$ cat src/rtl/router_lookup_pkg.sv
// Shared definitions for the checksum engine arbiter.
//   arb_state_e : arbiter FSM state encoding
//   FoldW       : width of the folded checksum result
//   ErrResult   : result reported when a transaction times out
//   fold_sum()  : end-around-carry fold of a 32-bit raw sum, complemented
package router_lookup_pkg;

    typedef enum logic [1:0] {
        StIdle    = 2'd0,
        StIssue   = 2'd1,
        StWait    = 2'd2,
        StDeliver = 2'd3
    } arb_state_e;

    localparam int unsigned FoldW = 16;

    localparam logic [FoldW-1:0] ErrResult = 16'hFFFF;

    // Two halves are added, the carry out is wrapped back in once, and the
    // result is complemented. The second add cannot carry again.
    function automatic logic [FoldW-1:0] fold_sum(input logic [2*FoldW-1:0] sum);
        logic [FoldW:0]   s1;
        logic [FoldW-1:0] s2;
        s1 = {1'b0, sum[FoldW-1:0]} + {1'b0, sum[2*FoldW-1:FoldW]};
        s2 = s1[FoldW-1:0] + {{(FoldW-1){1'b0}}, s1[FoldW]};
        return ~s2;
    endfunction

endpackage

$ cat src/rtl/rr_pick.sv
// Round-robin priority picker.
//   req      : request vector, one bit per requester
//   last_idx : index of the requester served most recently
//   pick     : one-hot winner, the first set req bit searching upward from
//              (last_idx + 1) mod NUM_REQ; all-zero when req is all-zero
module rr_pick #(
    parameter int unsigned NUM_REQ = 4
) (
    input  logic [NUM_REQ-1:0]         req,
    input  logic [$clog2(NUM_REQ)-1:0] last_idx,
    output logic [NUM_REQ-1:0]         pick
);

    localparam int unsigned IdxW = $clog2(NUM_REQ);

    logic            found;
    logic [IdxW-1:0] idx;

    always_comb begin
        pick  = '0;
        found = 1'b0;
        idx   = '0;
        // Offset 1 checks the requester just after the last winner; offset
        // NUM_REQ wraps round to the last winner itself, so it is lowest.
        for (int unsigned off = 1; off <= NUM_REQ; off++) begin
            idx = IdxW'((32'(last_idx) + off) % NUM_REQ);
            if (!found && req[idx]) begin
                pick[idx] = 1'b1;
                found     = 1'b1;
            end
        end
    end

endmodule

$ cat src/rtl/checksum_engine_arbiter.sv
// Round-robin arbiter sharing one checksum engine among NUM_REQ requesters.
// A granted requester's 32-bit partial sum is handed to the engine; the raw
// engine sum is folded to a 16-bit complemented checksum and returned with a
// one-cycle done pulse. A transaction the engine never finishes is aborted
// after TIMEOUT_CYCLES wait cycles and reported with result_err.
//   AXI_ACLK, AXI_RESET   : clock, synchronous active-high reset
//   req, req_operand      : per-requester request level and 32-bit operand
//   gnt, done             : registered one-hot grant, one-cycle completion
//   result, result_err    : folded checksum / timeout flag, valid with done
//   eng_start, eng_operand: engine start pulse and operand
//   eng_done, eng_sum     : engine completion pulse and raw sum
//   clear_stats           : clears both statistics counters
//   grant_count           : completed transactions
//   timeout_count         : aborted transactions
module checksum_engine_arbiter
    import router_lookup_pkg::*;
#(
    parameter int unsigned NUM_REQ        = 4,
    parameter int unsigned TIMEOUT_CYCLES = 64
) (
    input  logic                    AXI_ACLK,
    input  logic                    AXI_RESET,
    input  logic [NUM_REQ-1:0]      req,
    input  logic [NUM_REQ*32-1:0]   req_operand,
    output logic [NUM_REQ-1:0]      gnt,
    output logic [NUM_REQ-1:0]      done,
    output logic [FoldW-1:0]        result,
    output logic                    result_err,
    output logic                    eng_start,
    output logic [31:0]             eng_operand,
    input  logic                    eng_done,
    input  logic [31:0]             eng_sum,
    input  logic                    clear_stats,
    output logic [31:0]             grant_count,
    output logic [31:0]             timeout_count
);

    localparam int unsigned IdxW   = $clog2(NUM_REQ);
    localparam int unsigned TimerW = $clog2(TIMEOUT_CYCLES);

    localparam logic [TimerW-1:0] TimerLast = TimerW'(TIMEOUT_CYCLES - 1);
    localparam logic [IdxW-1:0]   IdxLast   = IdxW'(NUM_REQ - 1);

    arb_state_e           state_q, state_d;
    logic [NUM_REQ-1:0]   gnt_q, gnt_d;
    logic [IdxW-1:0]      gnt_idx_q, gnt_idx_d;
    logic [IdxW-1:0]      last_idx_q, last_idx_d;
    logic [TimerW-1:0]    timer_q, timer_d;
    logic [NUM_REQ-1:0]   done_q, done_d;
    logic [FoldW-1:0]     result_q, result_d;
    logic                 err_q, err_d;
    logic                 start_q, start_d;
    logic [31:0]          operand_q, operand_d;
    logic [31:0]          grant_cnt_q, grant_cnt_d;
    logic [31:0]          timeout_cnt_q, timeout_cnt_d;

    logic [NUM_REQ-1:0]   pick;
    logic [IdxW-1:0]      pick_idx;
    logic [31:0]          pick_operand;

    rr_pick #(
        .NUM_REQ (NUM_REQ)
    ) u_rr_pick (
        .req      (req),
        .last_idx (last_idx_q),
        .pick     (pick)
    );

    // Encode the one-hot pick and select the matching operand slice.
    always_comb begin
        pick_idx     = '0;
        pick_operand = '0;
        for (int unsigned i = 0; i < NUM_REQ; i++) begin
            if (pick[i]) begin
                pick_idx     = IdxW'(i);
                pick_operand = req_operand[32*i +: 32];
            end
        end
    end

    always_comb begin
        state_d    = state_q;
        gnt_d      = gnt_q;
        gnt_idx_d  = gnt_idx_q;
        last_idx_d = last_idx_q;
        timer_d    = timer_q;
        done_d     = '0;
        result_d   = result_q;
        err_d      = err_q;
        start_d    = 1'b0;
        operand_d  = operand_q;

        unique case (state_q)
            StIdle: begin
                if (|req) begin
                    gnt_d     = pick;
                    gnt_idx_d = pick_idx;
                    operand_d = pick_operand;
                    start_d   = 1'b1;
                    state_d   = StIssue;
                end
            end
            StIssue: begin
                timer_d = '0;
                state_d = StWait;
            end
            StWait: begin
                // A completion on the last timer cycle beats the timeout.
                if (eng_done) begin
                    result_d = fold_sum(eng_sum);
                    err_d    = 1'b0;
                    done_d   = gnt_q;
                    state_d  = StDeliver;
                end else if (timer_q == TimerLast) begin
                    result_d = ErrResult;
                    err_d    = 1'b1;
                    done_d   = gnt_q;
                    state_d  = StDeliver;
                end else begin
                    timer_d = timer_q + 1'b1;
                end
            end
            StDeliver: begin
                gnt_d      = '0;
                last_idx_d = gnt_idx_q;
                state_d    = StIdle;
            end
            default: begin
                gnt_d   = '0;
                state_d = StIdle;
            end
        endcase
    end

    // Statistics; a clear in the same cycle as an increment leaves zero.
    always_comb begin
        grant_cnt_d   = grant_cnt_q;
        timeout_cnt_d = timeout_cnt_q;
        if (state_q == StDeliver) begin
            if (err_q) begin
                timeout_cnt_d = timeout_cnt_q + 32'd1;
            end else begin
                grant_cnt_d = grant_cnt_q + 32'd1;
            end
        end
        if (clear_stats) begin
            grant_cnt_d   = '0;
            timeout_cnt_d = '0;
        end
    end

    always_ff @(posedge AXI_ACLK) begin
        if (AXI_RESET) begin
            state_q       <= StIdle;
            gnt_q         <= '0;
            gnt_idx_q     <= '0;
            last_idx_q    <= IdxLast;
            timer_q       <= '0;
            done_q        <= '0;
            result_q      <= '0;
            err_q         <= 1'b0;
            start_q       <= 1'b0;
            operand_q     <= '0;
            grant_cnt_q   <= '0;
            timeout_cnt_q <= '0;
        end else begin
            state_q       <= state_d;
            gnt_q         <= gnt_d;
            gnt_idx_q     <= gnt_idx_d;
            last_idx_q    <= last_idx_d;
            timer_q       <= timer_d;
            done_q        <= done_d;
            result_q      <= result_d;
            err_q         <= err_d;
            start_q       <= start_d;
            operand_q     <= operand_d;
            grant_cnt_q   <= grant_cnt_d;
            timeout_cnt_q <= timeout_cnt_d;
        end
    end

    assign gnt           = gnt_q;
    assign done          = done_q;
    assign result        = result_q;
    assign result_err    = err_q;
    assign eng_start     = start_q;
    assign eng_operand   = operand_q;
    assign grant_count   = grant_cnt_q;
    assign timeout_count = timeout_cnt_q;

endmodule

$ cat config.mk
export PLATFORM = sky130hd
export DESIGN_NAME = checksum_engine_arbiter
export DESIGN_NICKNAME = d
export VERILOG_FILES = /design/src/rtl/router_lookup_pkg.sv /design/src/rtl/rr_pick.sv /design/src/rtl/checksum_engine_arbiter.sv
export SDC_FILE = /design/constraint.sdc
export NUM_CORES = 1
export LEC_CHECK = 0
export CAP_MARGIN = 25
export CORE_MARGIN = 1.5
export CORE_UTILIZATION = 30
export DETAILED_ROUTE_END_ITERATION = 8
export HOLD_SLACK_MARGIN = 0.15
export PLACE_DENSITY = 0.67
export RECOVER_POWER = 25
export SLEW_MARGIN = 20
export SYNTH_ARGS = -nofsm -noshare
export SYNTH_HDL_FRONTEND = slang
export SYNTH_SLANG_ARGS = --single-unit
$ cat constraint.sdc
create_clock -name AXI_ACLK -period 12.2 [get_ports AXI_ACLK]
set_input_delay 1.83 -clock AXI_ACLK [delete_from_list [all_inputs] [get_ports AXI_ACLK]]
set_output_delay 1.83 -clock AXI_ACLK [all_outputs]
set_load 0.005 [all_outputs]
# After elaboration in Yosys (flattened, before gate mapping)
# Index checks and enable logic that the tools add are counted.
[classes] addsub=9 magnitude_cmp=8 eq_ne=8 mux=46 n_bitwise=7 n_reduce_logical=25
[op_table] operator="$mux 32" n=4
[op_table] operator="$add 32x1->32 const B" n=2
[op_table] operator="$mux 16" n=2
[op_table] operator="$mux 4" n=7
[op_table] operator="$add 16x16->17" n=1
[op_table] operator="$add 16x1->16" n=1
[op_table] operator="$not 16->16" n=1
[op_table] operator="$mux 1" n=15
[op_table] operator="$lt 2x3->1 const B" n=4
[op_table] operator="$mux 6" n=2
[op_table] operator="$or 4x4->4" n=3
[op_table] operator="$pmux 6 s2" n=1
[op_table] operator="$reduce_and 2->1" n=6
[op_table] operator="$mux 2" n=5
[op_table] operator="$bmux 1 s2" n=4
[op_table] operator="$demux 1 s2" n=4
[op_table] operator="$ge 2x1->1 const B" n=4
[op_table] operator="$pmux 2 s4" n=1
[op_table] operator="$pmux 4 s2" n=1
[op_table] operator="$logic_and 1x1->1" n=7
[op_table] operator="$add 6x1->6 const B" n=1
[op_table] operator="$eq 6x6->1 const B" n=1
[op_table] operator="$ne 2x2->1 const B" n=3
[op_table] operator="$reduce_bool 2->1" n=3
[op_table] operator="other kinds (11)" n=20
[totals] register_bits=134 output_inout_bits=122

# Depth between registers and ports, before layout
[logic_depth] word_depth=17 ltp_mapped=21 depth_no_buf=21

# Modules after synthesis
# From an unflattened synthesis, not the netlist that was laid out.
[hier_totals] hier_cells=966 hier_area_um2=7951.4
[modules_own_cells] mod="checksum_engine_arbiter" n_inst=1 cells_each=928 area_each_um2=7593.5 seq_area_each_um2=2682.6
[modules_own_cells] mod="rr_pick" n_inst=1 cells_each=38 area_each_um2=357.8 seq_area_each_um2=0.0

# Least setup slack after synthesis
# No wires, ideal clock.
[synth_path] path_type="input -> register" start="in eng_sum[0]" end="reg result_q[15], in the netlist result[15]" t_arrival_ps=5272 setup_slack_ps=6804 stages=21 path_cell_list="ha_1 > inv_1 > fa_1 > nand2b_2 > a21oi_4 > o2111ai_4 > nand2_1 > a41oi_1 > a311oi_1 > a21o_1 > a21o_1 > ha_1 > nor2b_1 > nand2_1 > inv_1 > and2_1 > nand3_2 > nor4_4 > nor3b_4 > and4bb_2 > a211oi_2"
[synth_between] elab_chain_cells=4
[synth_lines] element="from (decl)" line="checksum_engine_arbiter.sv:32" text="input logic [31:0] eng_sum,"
[synth_lines] element="$add 16x16->17" line="router_lookup_pkg.sv:24" text="s1 = {1'b0, sum[FoldW-1:0]} + {1'b0, sum[2*FoldW-1:FoldW]};"
[synth_lines] element="$add 16x1->16" line="router_lookup_pkg.sv:25" text="s2 = s1[FoldW-1:0] + {{(FoldW-1){1'b0}}, s1[FoldW]};"
[synth_lines] element="$not 16->16" line="router_lookup_pkg.sv:26" text="return ~s2;"
[synth_lines] element="$mux 16" line="checksum_engine_arbiter.sv:109" text="if (eng_done) begin"
[synth_lines] element="to (signal assigned)" line="checksum_engine_arbiter.sv:173" text="result_q <= result_d;"
[synth_lines] element="to (decl)" line="checksum_engine_arbiter.sv:50" text="logic [FoldW-1:0] result_q, result_d;"
# No other way between the ends.
# A chain may end at the register's enable or synchronous reset.

# Worst setup path after layout
# Same ends and word-level chain as after synthesis.

==> results.sh <==
export IMPL_fp_dieH_um=160
export IMPL_grt_setup_unrepaired="no"
export IMPL_h_tree_depth=4
export IMPL_tns_ns=0
export IMPL_whs_ns=0.482
export IMPL_ys_flop_type="dfxtp_1"
export IMPL_vias=7248
export IMPL_grt_max_degree=65
export IMPL_rows=57
export IMPL_worstSetupPathType="input pin to register"
export IMPL_min_from="eng_operand[5]"
export IMPL_combPwrFrac_pct=37.9
export IMPL_grt_overflow_total=0
export IMPL_fin_crit_ns=5.80
export IMPL_worst_r2r_setup_slack_ns=8.70
export IMPL_routedWlPerCell_um=15.7
export IMPL_synth_avg_cell_area_um2=8.65
export IMPL_ctsHoldBuffers=0
export IMPL_ant_nets=0
export IMPL_dp_cells=1439
export IMPL_setup_viol=0
export IMPL_relSlewSlack_pct=45.0
export IMPL_fin_nets=1337
export IMPL_r2r_start="last_idx_q[0]"
export IMPL_drt_vias_per_instance=4.93
export IMPL_first_iter_violations=495
export IMPL_cts_buffers=17
export IMPL_fmax_ghz=0.173
export IMPL_yosysWarnings=0
export IMPL_synth_edff_count=0
export IMPL_leakagePower_nw=4.19
export IMPL_cp_start_kind="input pin"
export IMPL_dp_final_hpwl_um=17400
export IMPL_clock_sinks=134
export IMPL_gp_congestion=0.855
export IMPL_pwr_share_seq_pct=32.3
export IMPL_cp_required_ns=12.49
export IMPL_synth_nets=1061
export IMPL_crit_chain="clkdlybuf4s50_1 -> ha_1 -> inv_1 -> fa_1 -> nand2b_2 -> a21oi_4 -> o2111ai_4 -> nand2_1 -> a41oi_1 -> a311oi_1 -> a21o_1 -> a21o_1 -> ha_1 -> nor2b_1 -> nand2_1 -> inv_1 -> and2_1 -> nand3_2 -> nor4_4 -> nor3b_4 -> and4bb_2 -> a211oi_2"
export IMPL_powerDensity_mw_per_mm2=156
export IMPL_synthToLayoutAreaGrowth_pct=51.1
export IMPL_max_cap_violations=0
export IMPL_post_cts_resize_count=0
export IMPL_synthesis_area_mm2=0.00743
export IMPL_holdCritPathClass="register to register"
export IMPL_finalCritPeriodShare_pct=47.5
export IMPL_antenna_cells=0
export IMPL_clock_skew_ns=0.00789
export IMPL_mostFrequentLayoutCells="230 x clkdlybuf4s50_1, 134 x dfxtp_1, 133 x nor2_1"
export IMPL_clkTransAtPathRegs_ns=0.06
export IMPL_initial_utilization_pct=30.6
export IMPL_die_area_mm2=0.0257
export IMPL_num_io_pins=290
export IMPL_core_region_area_mm2=0.0243
export IMPL_max_vdd_ir_drop_v=0.0000926
export IMPL_post_route_drc_count=0
export IMPL_p_sw_share_pct=34.5
export IMPL_drt_first_pass_iters=4
export IMPL_ys_seq_area_share_pct=36.1
export IMPL_slowest_stage="clkdlybuf4s50_1"
export IMPL_synth_seq_cells=134
export IMPL_root_buffer="clkbuf_16"
export IMPL_clk_latency_ns=0.42
export IMPL_hold_viol=0
export IMPL_post_cts_buffers=0
export IMPL_synthCells=859
export IMPL_layout_commonest_cell="clkdlybuf4s50_1"
export IMPL_die_x_um=160
export IMPL_grt_usage_pct=17.6
export IMPL_cts_tree="yes"
export IMPL_finalNonFillerCells=1471
export IMPL_cp_arrival_ns=6.09
export IMPL_power_switching_uw=603
export IMPL_place_area_mm2=0.0106
export IMPL_postSynth_asyncResetShare_pct=0
export IMPL_antenna_found_initial=0
export IMPL_drv_slew=0
export IMPL_grt_pass1_vias=6728
export IMPL_worst_path_max_fanout=4
export IMPL_clk_path_buf_depth=2
export IMPL_crit_path_max_incr_delay_ns=0.46
export IMPL_power_internal_mw=1.15
export IMPL_tightest_slew_ns=0.826
export IMPL_synthDistinctLibCells=72
export IMPL_portBuffers=289
export IMPL_cp_end_kind="register"
export IMPL_grt_pass1_wl_um=36300
export IMPL_final_area_mm2=0.0112
export IMPL_startpoint="eng_sum[0]"
export IMPL_clockPowerShare_pct=29.8
export IMPL_outcome="finished, final reports clean"
export IMPL_drive_above_1_share_pct=8.46
export IMPL_postRouteWirelength_um=23100
[metrics by stage]
step / utilization [%] / power, mW / worst slack, ns
5_1_grt: 46.2 / 1.86 / 6.04
4_1_cts: 46.1 / 1.78 / 6.39
6_report: 46.2 / 1.75 / 6.40
3_3_place_gp: 43.6 / 1.23 / 6.04
3_5_place_dp: 43.7 / 1.25 / 5.95
2_1_floorplan: - / 0.954 / 6.80
[cell usage after synthesis, drive strengths merged (2+ instances only)]
master / number / area (um^2)
nor2: 136 / 521
dfxtp: 134 / 2680
a22oi: 70 / 646
a21oi: 67 / 350
o21ai: 61 / 305
nand2: 45 / 171
xor2: 41 / 359
xnor2: 39 / 342
ha: 33 / 413
nand3: 30 / 155
clkbuf: 21 / 78.8
inv: 20 / 75.1
buf: 19 / 114
and3: 16 / 100
nor3: 13 / 70.1
a21o: 11 / 86.3
a211oi: 9 / 77.6
nor2b: 9 / 58.8
or3: 9 / 56.3
and4: 8 / 70.1
nand4: 8 / 50.1
and2: 7 / 43.8
nand2b: 5 / 33.8
a31oi: 4 / 25.0
mux4: 4 / 90.1
nor3b: 4 / 46.3
nor4: 4 / 40.0
a2111oi: 3 / 32.5
a221oi: 3 / 50.1
mux2i: 3 / 30.0
o221a: 3 / 33.8
a22o: 2 / 17.5
a311oi: 2 / 23.8
o211ai: 2 / 15.0
[area by class of cell]
class | instances | area, um^2
Fill cell | 2337 | 13100
Multi-Input combinational cell | 665 | 4500
Clock buffer | 19 | 453
Clock inverter | 12 | 141
Inverter | 20 | 75.1
Tap cell | 324 | 405
Sequential cell | 134 | 2680
Timing Repair Buffer | 297 | 2980
[power by group through the flow]
stage / clock [mW] / combinational (mW) / sequential, mW
after floorplan: 0 / 0.386 / 0.568
after global placement: 0 / 0.658 / 0.573
after detailed placement: 0 / 0.675 / 0.575
after CTS: 0.537 / 0.679 / 0.566
after global routing: 0.560 / 0.727 / 0.576
final: 0.521 / 0.662 / 0.565
[cells by family (layout without fill, tap and decap cells)]
logic type,Yosys count,count (layout),share of synthesized area [%]
and+or+nand+nor,300,300,20.0
adders and majority gates,34,34,5.82
buffers and inverters,60,348,3.60
xor gates and xnor gates,80,80,9.42
muxes,7,7,1.62
DFF,134,134,36.1
AOI/OAI and AO/OA,244,244,23.5
[state kept, by name (all words and copies together) (netlist names), 4 cells and up]
signal,count
eng_operand,32
grant_count,32
timeout_count,32
result,16
timer_q,6
done,4
gnt,4
[critical path: cells and delay by family]
family	cells	cell delay, ns
fa+ha+maj	3	0.75
compound gates	7	1.19
buf+inv	3	0.61
simple gates	9	1.71
[final timing paths]
| check | endpoint | depth (start not counted) |
|---|---|---|
| setup / recovery | result[15] | 22 |
| hold / removal | eng_operand[5] | 2 |
| setup reg to reg | eng_operand[23] | 12 |
| hold reg to reg | eng_operand[5] | 2 |
[routing by layer]
metal | share of wire [%] | global-route usage, % | vias up
met2 | 46 | 27.7 | 191
met4 | 1.3 | 4.84 | 0
li1 | - | - | 3620
met5 | 0 | 0 | -
met1 | 47 | 24.3 | 3418
met3 | 5.4 | 3.74 | 19
Note: power is estimated with default switching activity, not from simulation.
